`src/rtl/pio_master.sv`:
```
// pio_master: turns local commands into single Avalon-MM GPIO reads/writes.
// Define PIO_MASTER_POLL_EN to add a background poll of GPIO word 2 every POLL_PERIOD idle cycles.
module pio_master #(
    parameter int unsigned POLL_PERIOD = 1024
) (
    input  logic        csi_MCLK_clk,
    input  logic        rsi_MRST_reset_n,
    output logic [2:0]  avm_gpio_address,
    output logic [31:0] avm_gpio_writedata,
    input  logic [31:0] avm_gpio_readdata,
    output logic [3:0]  avm_gpio_byteenable,
    output logic        avm_gpio_write,
    output logic        avm_gpio_read,
    input  logic        avm_gpio_waitrequest,
    input  logic        coe_cmd_valid,
    output logic        coe_cmd_ready,
    input  logic        coe_cmd_write,
    input  logic [2:0]  coe_cmd_address,
    input  logic [31:0] coe_cmd_wdata,
    output logic        coe_rsp_valid,
    output logic [31:0] coe_rsp_rdata,
    output logic [31:0] coe_poll_data,
    output logic        coe_poll_change
);

    typedef enum logic [2:0] {
        S_IDLE,
        S_WRITE,
        S_READ,
        S_RLAT,
        S_POLL,
        S_PLAT
    } state_t;

    state_t      r_state;
    state_t      w_nextState;
    logic        r_readyEn;
    logic [2:0]  r_addr;
    logic [31:0] r_wdata;
    logic        r_rspValid;
    logic [31:0] r_rspRdata;
    logic        w_accept;
    logic        w_pollDue;

    // r_readyEn keeps cmd_ready low while in reset and for the first edge after release.
    assign coe_cmd_ready       = r_readyEn && (r_state == S_IDLE);
    assign w_accept            = coe_cmd_valid && coe_cmd_ready;
    assign avm_gpio_write      = (r_state == S_WRITE);
    assign avm_gpio_read       = (r_state == S_READ) || (r_state == S_POLL);
    assign avm_gpio_byteenable = (avm_gpio_write || avm_gpio_read) ? 4'hF : 4'h0;
    assign avm_gpio_address    = r_addr;
    assign avm_gpio_writedata  = r_wdata;
    assign coe_rsp_valid       = r_rspValid;
    assign coe_rsp_rdata       = r_rspRdata;

`ifdef PIO_MASTER_POLL_EN
    localparam logic [15:0] POLL_LAST = 16'(POLL_PERIOD - 1);

    logic [15:0] r_pollCnt;
    logic [31:0] r_pollData;
    logic        r_pollChange;

    // A command offered in the terminal-count cycle wins; the saturated count fires the poll later.
    assign w_pollDue       = coe_cmd_ready && !coe_cmd_valid && (r_pollCnt == POLL_LAST);
    assign coe_poll_data   = r_pollData;
    assign coe_poll_change = r_pollChange;

    always_ff @(posedge csi_MCLK_clk or negedge rsi_MRST_reset_n) begin
        if (!rsi_MRST_reset_n) begin
            r_pollCnt <= '0;
        end else if (w_pollDue) begin
            r_pollCnt <= '0;
        end else if (coe_cmd_ready && (r_pollCnt != POLL_LAST)) begin
            r_pollCnt <= r_pollCnt + 16'd1;
        end
    end

    always_ff @(posedge csi_MCLK_clk or negedge rsi_MRST_reset_n) begin
        if (!rsi_MRST_reset_n) begin
            r_pollData   <= '0;
            r_pollChange <= 1'b0;
        end else begin
            r_pollChange <= 1'b0;
            if (r_state == S_PLAT) begin
                r_pollData   <= avm_gpio_readdata;
                r_pollChange <= (avm_gpio_readdata != r_pollData);
            end
        end
    end
`else
    logic w_unusedPeriod;

    assign w_unusedPeriod  = (POLL_PERIOD > 0);
    assign w_pollDue       = 1'b0;
    assign coe_poll_data   = '0;
    assign coe_poll_change = 1'b0;
`endif

    always_ff @(posedge csi_MCLK_clk or negedge rsi_MRST_reset_n) begin
        if (!rsi_MRST_reset_n) begin
            r_state <= S_IDLE;
        end else begin
            r_state <= w_nextState;
        end
    end

    always_comb begin
        w_nextState = r_state;
        case (r_state)
            S_IDLE: begin
                if (w_accept) begin
                    w_nextState = coe_cmd_write ? S_WRITE : S_READ;
                end else if (w_pollDue) begin
                    w_nextState = S_POLL;
                end
            end
            S_WRITE: if (!avm_gpio_waitrequest) w_nextState = S_IDLE;
            S_READ:  if (!avm_gpio_waitrequest) w_nextState = S_RLAT;
            S_RLAT:  w_nextState = S_IDLE;
`ifdef PIO_MASTER_POLL_EN
            S_POLL:  if (!avm_gpio_waitrequest) w_nextState = S_PLAT;
            S_PLAT:  w_nextState = S_IDLE;
`endif
            default: w_nextState = S_IDLE;
        endcase
    end

    // Address/writedata are captured once per transaction and held afterwards.
    always_ff @(posedge csi_MCLK_clk or negedge rsi_MRST_reset_n) begin
        if (!rsi_MRST_reset_n) begin
            r_readyEn  <= 1'b0;
            r_addr     <= '0;
            r_wdata    <= '0;
            r_rspValid <= 1'b0;
            r_rspRdata <= '0;
        end else begin
            r_readyEn  <= 1'b1;
            r_rspValid <= ((r_state == S_WRITE) && !avm_gpio_waitrequest) || (r_state == S_RLAT);
            if (w_accept) begin
                r_addr <= coe_cmd_address;
                if (coe_cmd_write) begin
                    r_wdata <= coe_cmd_wdata;
                end
            end else if (w_pollDue) begin
                r_addr <= 3'd2;
            end
            if (r_state == S_RLAT) begin
                r_rspRdata <= avm_gpio_readdata;
            end
        end
    end

endmodule

```
`config.mk`:
```
export PLATFORM = sky130hd
export DESIGN_NAME = pio_master
export DESIGN_NICKNAME = d
export VERILOG_FILES = /design/src/rtl/pio_master.sv
export SDC_FILE = /design/constraint.sdc
export NUM_CORES = 1
export LEC_CHECK = 0
export ABC_AREA = 1
export CORE_MARGIN = 2
export CORE_UTILIZATION = 41
export DETAILED_ROUTE_END_ITERATION = 10
export PLACE_DENSITY = 0.95
export SLEW_MARGIN = 20
export SYNTH_ARGS = -nofsm -noshare
export SYNTH_HDL_FRONTEND = slang
export SYNTH_SLANG_ARGS = --single-unit
```
`constraint.sdc`:
```
create_clock -name csi_MCLK_clk -period 2.5 [get_ports csi_MCLK_clk]
set_clock_uncertainty 0.1 [all_clocks]
set_input_delay 0.375 -clock csi_MCLK_clk [delete_from_list [all_inputs] [get_ports csi_MCLK_clk]]
set_output_delay 0.375 -clock csi_MCLK_clk [all_outputs]
set_load 0.02 [all_outputs]
```
==> flow_summary.rst <==
.. list-table::
   :header-rows: 1

   * - Metric
     - Value
   * - Run status
     - finished, final reports clean
   * - Ratio of cells with drive above 1 in the final layout
     - 0.128
   * - Average vias per placed instance
     - 4.50
   * - Post-placement cell count
     - 520
   * - CP required
     - 2.03 ns
   * - Pin count of the biggest net entering global routing
     - 38
   * - Worst endpoint data arrival time
     - 1.83 ns
   * - Number of max-cap violations
     - 0
   * - Part of the total power dissipated in the clock network
     - 0.160
   * - Boundary pin count
     - 180
   * - Wire length of the first global-routing pass
     - 12.0 mm
   * - Largest cells by area after synthesis
     - dfrtp_1 (57%), mux2_2 (12%), nand2_1 (10%)
   * - Area added between synthesis and finish
     - 51.4%
   * - Vias post-DR
     - 2418
   * - Final Critical Period
     - 2.31 ns
   * - Number of levels in the clock H-tree
     - 3
   * - Launch instance of the worst register-to-register path
     - r_state[1]$_DFFE_PN0P_
   * - Critical path, cell by cell
     - inv_1 -> ha_1 -> nand2_1 -> inv_1 -> clkdlybuf4s50_1
   * - Max rail drop VDD
     - 0.656 mV
   * - Post-CTS sizing
     - 0
   * - Setup slack of the worst register-to-register path
     - 0.66 ns
   * - Die extent in y
     - 91.2 um
   * - Antenna violations before repair
     - 0
   * - Fraction of power consumed by sequential logic
     - 0.325
   * - Number of design-rule violations left by the first detailed-router iteration
     - 42
   * - Highest fanout seen on the critical path
     - 5
   * - CTS buffer count
     - 9
   * - Standard-cell rows
     - 31
   * - Leakage power total
     - 2.14 nW
   * - Routed Antenna Nets
     - 0
   * - Global placement routability congestion
     - 0.757
   * - Post-CTS Hold Buffers
     - 1
   * - Yosys synthesis warning count
     - 0
   * - CTS sink count
     - 71
   * - Routed wire length per instance
     - 13.6 um
   * - Detail Placement HPWL
     - 5.71 mm
   * - DIE AREA
     - 8320 um^2
   * - PnR Total Power
     - 0.00621 W
   * - Total number of nets in the final design
     - 509
   * - Fin. max-slew vios
     - 0
   * - Placeable core region
     - 7290 um^2
   * - Max-slew headroom at the worst pin
     - 0.544
   * - Via count of the first global-routing pass
     - 2532
   * - Hold_sp
     - avm_gpio_writedata[4]$_DFFE_PN0P_
   * - Largest stage delay on the critical path
     - 0.61 ns
   * - Reported net switching power
     - 0.00228 W
   * - Number of distinct library cell variants in the gate-level netlist after synthesis
     - 17
   * - Power Internal
     - 0.00392 W
   * - Cell area after technology mapping
     - 3120 um^2
   * - Root buf cell
     - clkbuf_8
   * - Power per cell area
     - 1320 nW/um^2
   * - Worst Setup Start Kind
     - register
   * - Sum of routed wire length over all layers
     - 7.30 mm
   * - Area fraction of the dominant cell type after synthesis
     - 0.570
   * - Hold violation total from the final report
     - 0
   * - Slew at the pin with the worst max-slew slack
     - 0.683 ns
   * - Gate count after technology mapping
     - 288
   * - Critical Path Sink Type
     - primary output
   * - Final critical-path share of the clock period
     - 0.923
   * - First drt pass iteration count
     - 4
   * - CTS tree
     - yes
   * - # port buffers
     - 146
   * - Most used cell, CP
     - inv_1
   * - Initial cell density of the core
     - 0.427
   * - Number of diodes
     - 0
   * - Final routed DRC violation total
     - 0
   * - Achievable frequency
     - 433 MHz
   * - Critical path type
     - reg2out
   * - Yosys top cell by area
     - dfrtp_1
   * - Power share of the combinational group
     - 0.514
   * - Final worst-path setup slack
     - 0.191 ns
   * - Post-Layout Cell Count
     - 537
   * - Post-CTS setup buffer count
     - 0
   * - Unrepaired setup endpoints after global routing
     - false
   * - Die Width
     - 91.2 um
   * - Average size of a mapped cell
     - 10.8 um^2
   * - Clk_lat worst skew
     - 0.32 ns
   * - Sw frac
     - 0.368
   * - Crit path from
     - r_state[1]$_DFFE_PN0P_
   * - Clock transition at the registers of the reported paths
     - 0.07 ns
   * - Share of the yosys chip area belonging to registers
     - 0.570
   * - Deepest clock path buffer count
     - 2
   * - Critical path's slowest cell
     - clkdlybuf4s50_1
   * - Post-place setup slack
     - 0.525 ns
   * - FILL cells
     - 567
   * - TNS Setup
     - 0 ns
   * - Aggregate global routing overflow
     - 0
   * - Number of endpoints failing setup at the final stage
     - 0
   * - Synthesis-stage register bit count
     - 71
   * - Classification of the worst-slack hold path
     - reg2reg
   * - Overall Global Routing Usage
     - 0.179
-- logic make-up (layout without fill, tap and decap cells) --
family / Yosys count / count (layout) / share of synthesized area
AO/OA/AOI/OAI: 34 / 34 / 0.0578
multiplexers: 32 / 32 / 0.116
flip-flops: 71 / 71 / 0.570
other: 2 / 34 / 0.00241
adder cells (fa/ha/maj): 4 / 4 / 0.0161
buffers and inverters: 57 / 175 / 0.127
AND/OR/NAND/NOR: 88 / 88 / 0.111
-- sequential cells by signal, indices dropped and copies added, names as in the netlist --
register	cells
coe_rsp_valid	1
coe_rsp_rdata	32
avm_gpio_address	3
r_state	2
avm_gpio_writedata	32
r_readyEn	1
-- area by class of cell --
class | count | area (um^2) | share of cell area
flip-flops and latches | 71 | 1780 | 0.376
multi-input cells | 192 | 1060 | 0.226
well taps | 99 | 124 | 0.0262
clock buffers | 13 | 159 | 0.0337
clock inverters | 3 | 65.1 | 0.0138
repair buffers | 152 | 1500 | 0.319
inverters | 7 | 26.3 | 0.00557
-- power groups by stage --
stage / registers (W) / clock network (W) / logic, W
after floorplan: 0.00270 / 0 / 0.00105
after global placement: 0.00200 / 0 / 0.00313
after detailed placement: 0.00204 / 0 / 0.00322
after CTS: 0.00203 / 0.00103 / 0.00323
after global routing: 0.00209 / 0.00107 / 0.00340
final: 0.00202 / 0.000996 / 0.00319
-- cells in the final DEF (no fill, tap or decap), types with 2 or more instances in the layout --
cell / synthesis / final
ha_1: 4 / 4
conb_1: 2 / 34
buf_4: 39 / 5
dfrtp_1: 71 / 71
o21ai_1: 25 / 25
clkbuf_8: 0 / 11
nand3_1: 2 / 2
nand2_1: 84 / 84
inv_1: 7 / 7
bufinv_16: 0 / 2
clkbuf_1: 3 / 2
o21ai_0: 6 / 6
o21ai_2: 2 / 2
mux2_2: 32 / 32
clkdlybuf4s50_1: 0 / 145
-- final timing paths --
kind / to / cells past startpoint
min: avm_gpio_writedata[4]$_DFFE_PN0P_ / 2
max: coe_cmd_ready / 5
max in group asynchronous: coe_rsp_rdata[20]$_DFFE_PN0P_ / 3
min in group asynchronous: avm_gpio_writedata[21]$_DFFE_PN0P_ / 2
min reg2reg: avm_gpio_writedata[4]$_DFFE_PN0P_ / 2
max reg2reg: avm_gpio_writedata[15]$_DFFE_PN0P_ / 6
-- synthesized netlist by cell type --
| master | n |
|---|---|
| buf_2 | 4 |
| buf_4 | 39 |
| buf_6 | 4 |
| clkbuf_1 | 3 |
| conb_1 | 2 |
| dfrtp_1 | 71 |
| ha_1 | 4 |
| inv_1 | 7 |
| mux2_2 | 32 |
| nand2_1 | 84 |
| nand3_1 | 2 |
| nand3_2 | 1 |
| nor2_4 | 1 |
| o21ai_0 | 6 |
| o21ai_1 | 25 |
| o21ai_2 | 2 |
| o21bai_1 | 1 |
-- metrics by stage --
stage          area [um^2]  hold slack [ns]   util
2_1_floorplan         3240          -0.0206      -
3_3_place_gp          4490            0.249  0.615
3_5_place_dp          4490            0.256  0.615
4_1_cts               4720            0.384  0.647
5_1_grt               4720            0.399  0.647
6_report              4720            0.380  0.647
-- worst max-delay path, delay by kind of cell, from the launching register on --
family / cells / cell delay, ns
adder cells (fa/ha/maj): 1 / 0.26
flip-flops: 1 / 0.41
buffers and inverters: 3 / 0.77
AND/OR/NAND/NOR: 1 / 0.08
-- layer usage --
metal	GRT usage	part of all wire	routed length (um)	vias up
met2	0.310	0.50	3630	125
met1	0.208	0.40	2900	1141
met5	0	0	0	-
met3	0.0622	0.094	689	8
li1	-	-	-	1144
met4	0.0568	0.010	76	0
No activity file was read; power rests on OpenSTA's default activity.
